<file path="config.mk">
export PLATFORM = sky130hd
export DESIGN_NAME = display_scan_flat
export DESIGN_NICKNAME = d
export VERILOG_FILES = /design/src/rtl/display_scan_pkg.sv /design/src/rtl/display_scan_if.sv /design/src/rtl/display_scan_display.sv /design/src/rtl/display_scan.sv /design/src/flat_wrapper.sv
export SDC_FILE = /design/constraint.sdc
export NUM_CORES = 1
export LEC_CHECK = 0
export CORE_UTILIZATION = 40
export DETAILED_ROUTE_END_ITERATION = 10
export PLACE_DENSITY = 0.74
export SETUP_SLACK_MARGIN = 0.05
export SKIP_CTS_REPAIR_TIMING = 1
export SYNTH_ARGS = -nofsm -noshare
export SYNTH_HDL_FRONTEND = slang
export SYNTH_SLANG_ARGS = --single-unit
export TNS_END_PERCENT = 30
</file>
<file path="constraint.sdc">
create_clock -name clk -period 3.4 [get_ports clk]
set_input_delay 0.68 -clock clk [delete_from_list [all_inputs] [get_ports clk]]
set_output_delay 0.68 -clock clk [all_outputs]
set_load 0.01 [all_outputs]
</file>
<file path="src/rtl/display_scan_pkg.sv">
// Shared constants, types and the segment decode for the display scanner.
package display_scan_pkg;

    localparam int NDIG = 8;

    typedef logic [3:0] code_t;
    typedef logic [6:0] seg_t;

    localparam code_t CODE_L     = 4'hA;
    localparam code_t CODE_C     = 4'hB;
    localparam code_t CODE_BLANK = 4'hC;
    localparam code_t CODE_P     = 4'hD;
    localparam code_t CODE_N     = 4'hE;
    localparam code_t CODE_A     = 4'hF;

    localparam seg_t SEG_ZERO = 7'b1111110;

    // Team glyph table, segments ordered {a,b,c,d,e,f,g}, active-high.
    function automatic seg_t seg_decode(input code_t c);
        seg_t s;
        case (c)
            4'h0:       s = 7'b1111110;
            4'h1:       s = 7'b0110000;
            4'h2:       s = 7'b1101101;
            4'h3:       s = 7'b1111001;
            4'h4:       s = 7'b0110011;
            4'h5:       s = 7'b1011011;
            4'h6:       s = 7'b1011111;
            4'h7:       s = 7'b1110000;
            4'h8:       s = 7'b1111111;
            4'h9:       s = 7'b1111011;
            CODE_L:     s = 7'b0001110;
            CODE_C:     s = 7'b1001110;
            CODE_BLANK: s = 7'b0000000;
            CODE_P:     s = 7'b1100111;
            CODE_N:     s = 7'b1110110;
            default:    s = 7'b1110111; // CODE_A
        endcase
        return s;
    endfunction

endpackage

</file>
<file path="src/rtl/display_scan_if.sv">
// Load/data bus and display outputs of the scanner.
interface display_scan_if;
    import display_scan_pkg::*;

    logic        load;
    logic [31:0] data;
    logic [7:0]  blink_mask;
    logic        lz_en;
    seg_t        seg;
    logic [7:0]  an;
    logic        frame;

    modport master (
        output load, data, blink_mask, lz_en,
        input  seg, an, frame
    );

    modport slave (
        input  load, data, blink_mask, lz_en,
        output seg, an, frame
    );
endinterface

</file>
<file path="src/rtl/display_scan_display.sv">
// Registered segment decoder; its output lines up with the registered an.
module display_scan_display
    import display_scan_pkg::*;
(
    input  logic  clk,
    input  logic  reset,
    input  code_t num,
    output seg_t  seg
);

    // Decode the selected code one cycle after selection.
    always_ff @(posedge clk) begin
        if (reset) seg <= SEG_ZERO;
        else       seg <= seg_decode(num);
    end

endmodule

</file>
<file path="src/rtl/display_scan.sv">
// Eight-digit multiplexed 7-segment scanner with blink and leading-zero blanking.
module display_scan
    import display_scan_pkg::*;
#(
    parameter int DIV          = 50000,
    parameter int BLINK_FRAMES = 32
) (
    input logic          clk,
    input logic          reset,
    display_scan_if.slave bus
);

    localparam int CW = (DIV > 1) ? $clog2(DIV) : 1;
    localparam int FW = (BLINK_FRAMES > 1) ? $clog2(BLINK_FRAMES) : 1;

    logic [CW-1:0]          cnt;
    logic [2:0]             idx;
    logic [FW-1:0]          fcnt;
    logic                   phase;
    logic [NDIG-1:0][3:0]   digits;
    logic [NDIG-1:0]        mask;
    logic [NDIG-1:0]        an;
    logic                   frame;
    logic                   tick;
    logic                   last;
    logic                   lead_zero;
    code_t                  num;
    seg_t                   seg;

    assign tick = (cnt == CW'(DIV - 1));
    assign last = tick && (idx == 3'd7);

    // Per-digit dwell counter; wraps on tick.
    always_ff @(posedge clk) begin
        if (reset)     cnt <= '0;
        else if (tick) cnt <= '0;
        else           cnt <= cnt + 1'b1;
    end

    // Digit index advances on tick, 3-bit wrap gives 7 -> 0.
    always_ff @(posedge clk) begin
        if (reset)     idx <= '0;
        else if (tick) idx <= idx + 3'd1;
    end

    // Frame counter and blink phase; phase starts visible and flips every BLINK_FRAMES scans.
    always_ff @(posedge clk) begin
        if (reset) begin
            fcnt  <= '0;
            phase <= 1'b1;
        end else if (last) begin
            if (fcnt == FW'(BLINK_FRAMES - 1)) begin
                fcnt  <= '0;
                phase <= ~phase;
            end else begin
                fcnt  <= fcnt + 1'b1;
            end
        end
    end

    // End-of-scan pulse.
    always_ff @(posedge clk) begin
        if (reset) frame <= 1'b0;
        else       frame <= last;
    end

    // Digit and blink-mask registers; load is independent of the scan position.
    always_ff @(posedge clk) begin
        if (reset) begin
            digits <= '0;
            mask   <= '0;
        end else if (bus.load) begin
            digits <= bus.data;
            mask   <= bus.blink_mask;
        end
    end

    // Anode enable registered from the same idx that feeds the decoder.
    always_ff @(posedge clk) begin
        if (reset) an <= 8'hFF;
        else       an <= ~(8'd1 << idx);
    end

    // True when the current digit and every more-significant digit are zero.
    always_comb begin
        lead_zero = 1'b1;
        for (int i = 0; i < NDIG; i++) begin
            if (i >= int'(idx) && digits[i] != 4'h0) lead_zero = 1'b0;
        end
    end

    // Code select: blink-off blanking wins, then leading-zero blanking, then the digit.
    always_comb begin
        num = digits[idx];
        if (!phase && mask[idx])                    num = CODE_BLANK;
        else if (bus.lz_en && idx != 3'd0 && lead_zero) num = CODE_BLANK;
    end

    display_scan_display display (
        .clk   (clk),
        .reset (reset),
        .num   (num),
        .seg   (seg)
    );

    assign bus.seg   = seg;
    assign bus.an    = an;
    assign bus.frame = frame;

endmodule

</file>
<file path="src/flat_wrapper.sv">
// flat-port wrapper written by rule: the top's interface ports become plain ports
module display_scan_flat import display_scan_pkg::*;
#(
    parameter int DIV          = 50000,
    parameter int BLINK_FRAMES = 32
)
  (clk, reset, bus_load, bus_data, bus_blink_mask, bus_lz_en, bus_seg, bus_an, bus_frame);
  display_scan_if bus_i ();
  input logic clk;
  input logic reset;
  input wire logic [$bits(bus_i.load)-1:0] bus_load;
  input wire logic [$bits(bus_i.data)-1:0] bus_data;
  input wire logic [$bits(bus_i.blink_mask)-1:0] bus_blink_mask;
  input wire logic [$bits(bus_i.lz_en)-1:0] bus_lz_en;
  output wire logic [$bits(bus_i.seg)-1:0] bus_seg;
  output wire logic [$bits(bus_i.an)-1:0] bus_an;
  output wire logic [$bits(bus_i.frame)-1:0] bus_frame;
  assign bus_i.load = bus_load;
  assign bus_i.data = bus_data;
  assign bus_i.blink_mask = bus_blink_mask;
  assign bus_i.lz_en = bus_lz_en;
  assign bus_seg = bus_i.seg;
  assign bus_an = bus_i.an;
  assign bus_frame = bus_i.frame;
  display_scan #(.DIV(DIV), .BLINK_FRAMES(BLINK_FRAMES)) u_core (.clk(clk), .reset(reset), .bus(bus_i));
endmodule
</file>
==> results.md <==
- Maximum fanout encountered on the critical timing path: 11
- Vias in the first global route: 2823
- Gp weighted congestion: 0.801
- Number of antenna violations at the first check in global routing: 0
- Cell at the root of the clock tree: clkbuf_8
- Main flop type after synthesis: dfxtp_1
- Total power draw: 1.92 mW
- Capturing element type of the critical path: register
- Outcome: finished clean
- Worst-case hold path end point: u_core.cnt[0]$_SDFF_PP0_
- Number of enable-type register cells in the synthesized netlist: 0
- Number of sinks handled by clock tree synthesis: 81
- Cell depth of the worst min-delay path: 1
- Internal portion of total power: 1.45 mW
- Area leader, netlist: dfxtp_1
- TritonCTS clock tree: yes
- Non-Filler Cell Area, Final: 4590 um^2
- FP Rows: 34
- Switching share of total power: 0.247
- Largest net degree at the start of global routing: 32
- Startpoint of the most critical setup path: u_core.idx[0]$_SDFFE_PP0P_
- Kind of launch point of the worst setup path: register
- Seq pwr share: 0.527
- Net Count, Synth: 438
- Critical path class: reg -> reg
- Hold Crit Class: reg -> reg
- Max Freq: 0.323 GHz
- Transition at the pin with the smallest max-transition slack: 0.513 ns
- Clock power share: 0.359
- IR Drop Worst-Case VDD: 0.000230 V
- Boundary Pins: 60
- Number of standard cells in the final layout excluding fillers: 549
- CP max stage delay: 0.42 ns
- Most frequent cell on the critical path: ha_1
- Share of async-settable or async-resettable flops after synthesis: 0
- Setup violation total in the final timing report: 0
- Post-synthesis instance total: 379
- Count of maximum capacitance violations: 0
- Number of synthesized register bits: 81
- Mean Syn Cell Area: 9.85 um^2
- Endpoint of the worst register-to-register path: u_core.display.seg[2]$_SDFF_PP1_
- Routed WL per cell: 14.1 um
- Power density relative to cell area: 419 nW/um^2
- Die width: 98.6 um
- Total Negative Setup Slacks: 0 ns
- Max-slew headroom: 0.658
- Final Hold Fails: 0
- Max H-tree Level: 3
- Final antenna-violating net count: 0
- Area Growth Syn to Fin: 22.9%
- HP Start: u_core.cnt[0]$_SDFF_PP0_
- Avg Vias per Cell: 5.16
- R2R setup slack: 0.31 ns
- Cell breakdown of the critical path: inv_2, ha_1, and2b_1, o211ai_1, o21ai_1, a31oi_4, nor2b_1, inv_1, ha_1, mux2i_1, nor2_1, a221o_1
- Via count: 2835
- Count of TritonRoute iterations in the first routing pass: 4
- Reg2Reg Launch Point: u_core.idx[0]$_SDFFE_PP0P_
- DRC violation count after routing: 0
- Period utilisation layout: 0.910
- GR Util All Layers: 0.168
- Post-DP Area: 4390 um^2
- Data required time at the worst endpoint: 3.63 ns
- Clk_lat worst skew: 0.35 ns
- Share of the synthesized area in the top cell type: 0.434
- Comb pwr share: 0.114
- Cells taking the most area after synthesis: dfxtp_1 (43%), mux2i_1 (13%), nor2_1 (7.4%), mux4_2 (6.0%), ha_1 (5.0%)
- Worst reg-to-reg path cell count: 12
- Library cells used by synthesis: 54
- Port Buffers: 59
- Number of antenna diodes: 0
- Layout cell share with drive strength beyond 1: 0.0998
- Most common cell after layout, fill and taps aside: dfxtp_1
- Unrepaired setup endpoints after global routing: no
- Clock Skews: 0.0146 ns
- Leftover overflow at the end of global routing: 0
- Area of the core: 8890 um^2
- Die Outline Area: 9720 um^2
- Clock-pin slew reported for the worst setup and hold paths after clock tree synthesis: 0.09 ns
- Die height: 98.6 um
- Final-report max-slew violation count: 0
- Clock period minus worst slack: 3.09 ns
- Slowest cell on the critical path: dfxtp_1
- Arrival time at the worst endpoint: 3.32 ns
- Seq/Total Area, Yosys: 0.434
- Count of warnings emitted by yosys: 0
- Highest-count cells in the layout ignoring fill and taps: dfxtp_1 (81), nor2_1 (74), clkdlybuf4s50_1 (57)
- Wire length of the first global-routing pass: 12900 um
- First DRT Iteration DRCs: 91
- Routed wire length: 7730 um
- # placed instances: 533
- Netlist area before placement: 3730 um^2
- Worst-case clock buffer depth: 2
- Inserted Clock Buffers: 9
- Post-DP HPWL: 5850 um
- Switching power: 0.474 mW
- Leakage power total: 1.88 nW
- Initial core utilization: 0.420
- Nets: 495
-- critical path: cells and delay by family (launching register included) --
kind                       cells  cell delay (ns)
buffers and inverters          2             0.36
AOI/OAI and AO/OA              4             1.02
muxes                          1             0.14
DFF                            1             0.42
and+or+nand+nor                3             0.57
adders and majority gates      2             0.46
-- registers in the layout, indices dropped and copies added (netlist names) --
register and cells:
u_core.fcnt 5, u_core.bus.frame 1, u_core.idx 3, u_core.bus.an 8
u_core.display.seg 7, u_core.cnt 16, u_core.digits 32, u_core.mask 8
u_core.phase 1
-- power groups by stage --
| stage | logic (mW) | clock network, mW | registers, mW |
|---|---|---|---|
| after detailed placement | 0.219 | 0 | 1.04 |
| final | 0.219 | 0.689 | 1.01 |
| after CTS | 0.220 | 0.714 | 1.01 |
| after global placement | 0.214 | 0 | 1.03 |
| after global routing | 0.239 | 0.756 | 1.02 |
| after floorplan | 0.128 | 0 | 1.03 |
-- worst max path at each step --
stage | to | cells after the start
floorplan | u_core.display.seg[2]$_SDFF_PP1_ | 12
global placement | u_core.display.seg[2]$_SDFF_PP1_ | 9
detailed placement | u_core.display.seg[2]$_SDFF_PP1_ | 9
CTS | u_core.display.seg[2]$_SDFF_PP1_ | 12
global route | u_core.display.seg[2]$_SDFF_PP1_ | 12
finish | u_core.display.seg[2]$_SDFF_PP1_ | 12
-- Yosys cell counts, drive strengths merged, types with 2 or more instances --
cell type	n
nand4	3
nand2b	3
mux2i	47
xnor2	7
nor4bb	2
o211ai	6
a31oi	2
and3	7
nor3	2
a21oi	5
ha	15
buf	8
nor4	9
nand2	27
or2	2
mux4	10
xor2	8
inv	11
nand3	8
o21ai	7
dfxtp	81
clkbuf	11
nor2	75
nor2b	4
-- stage by stage --
step | hold WS (ns) | setup slack [ns] | util
after floorplan | 0.430 | 0.755 | -
after global placement | 0.442 | 0.460 | 0.494
after detailed placement | 0.475 | 0.366 | 0.494
after CTS | 0.495 | 0.356 | 0.516
after global routing | 0.513 | 0.110 | 0.516
final | 0.489 | 0.306 | 0.516
-- final cells by class --
type / count / area (um^2)
clock buffer: 10 / 128
clock inverter: 6 / 66.3
fill: 805 / 4300
inverter: 12 / 45.0
multi-input combinational: 267 / 1970
sequential: 81 / 1620
tap: 108 / 135
timing repair buffer: 65 / 626
-- metal layers --
layer,wire [um],track usage,vias up,share of wire
li1,-,-,1420,-
met1,3540,0.196,1327,0.46
met2,3740,0.294,74,0.48
met3,323,0.0504,14,0.042
met4,127,0.0608,0,0.016
met5,0,0,-,0
-- kinds of logic (layout without fill, tap and decap cells) --
kind of cell	after synthesis	count (layout)	synth area share
multiplexers	58	58	0.190
flip-flops	81	81	0.434
XOR/XNOR	15	15	0.0352
AO/OA/AOI/OAI	31	31	0.0640
buffers and inverters	31	93	0.0389
adder cells (fa/ha/maj)	15	15	0.0503
AND/OR/NAND/NOR	148	148	0.187
Power figures use the tool's default switching activity.
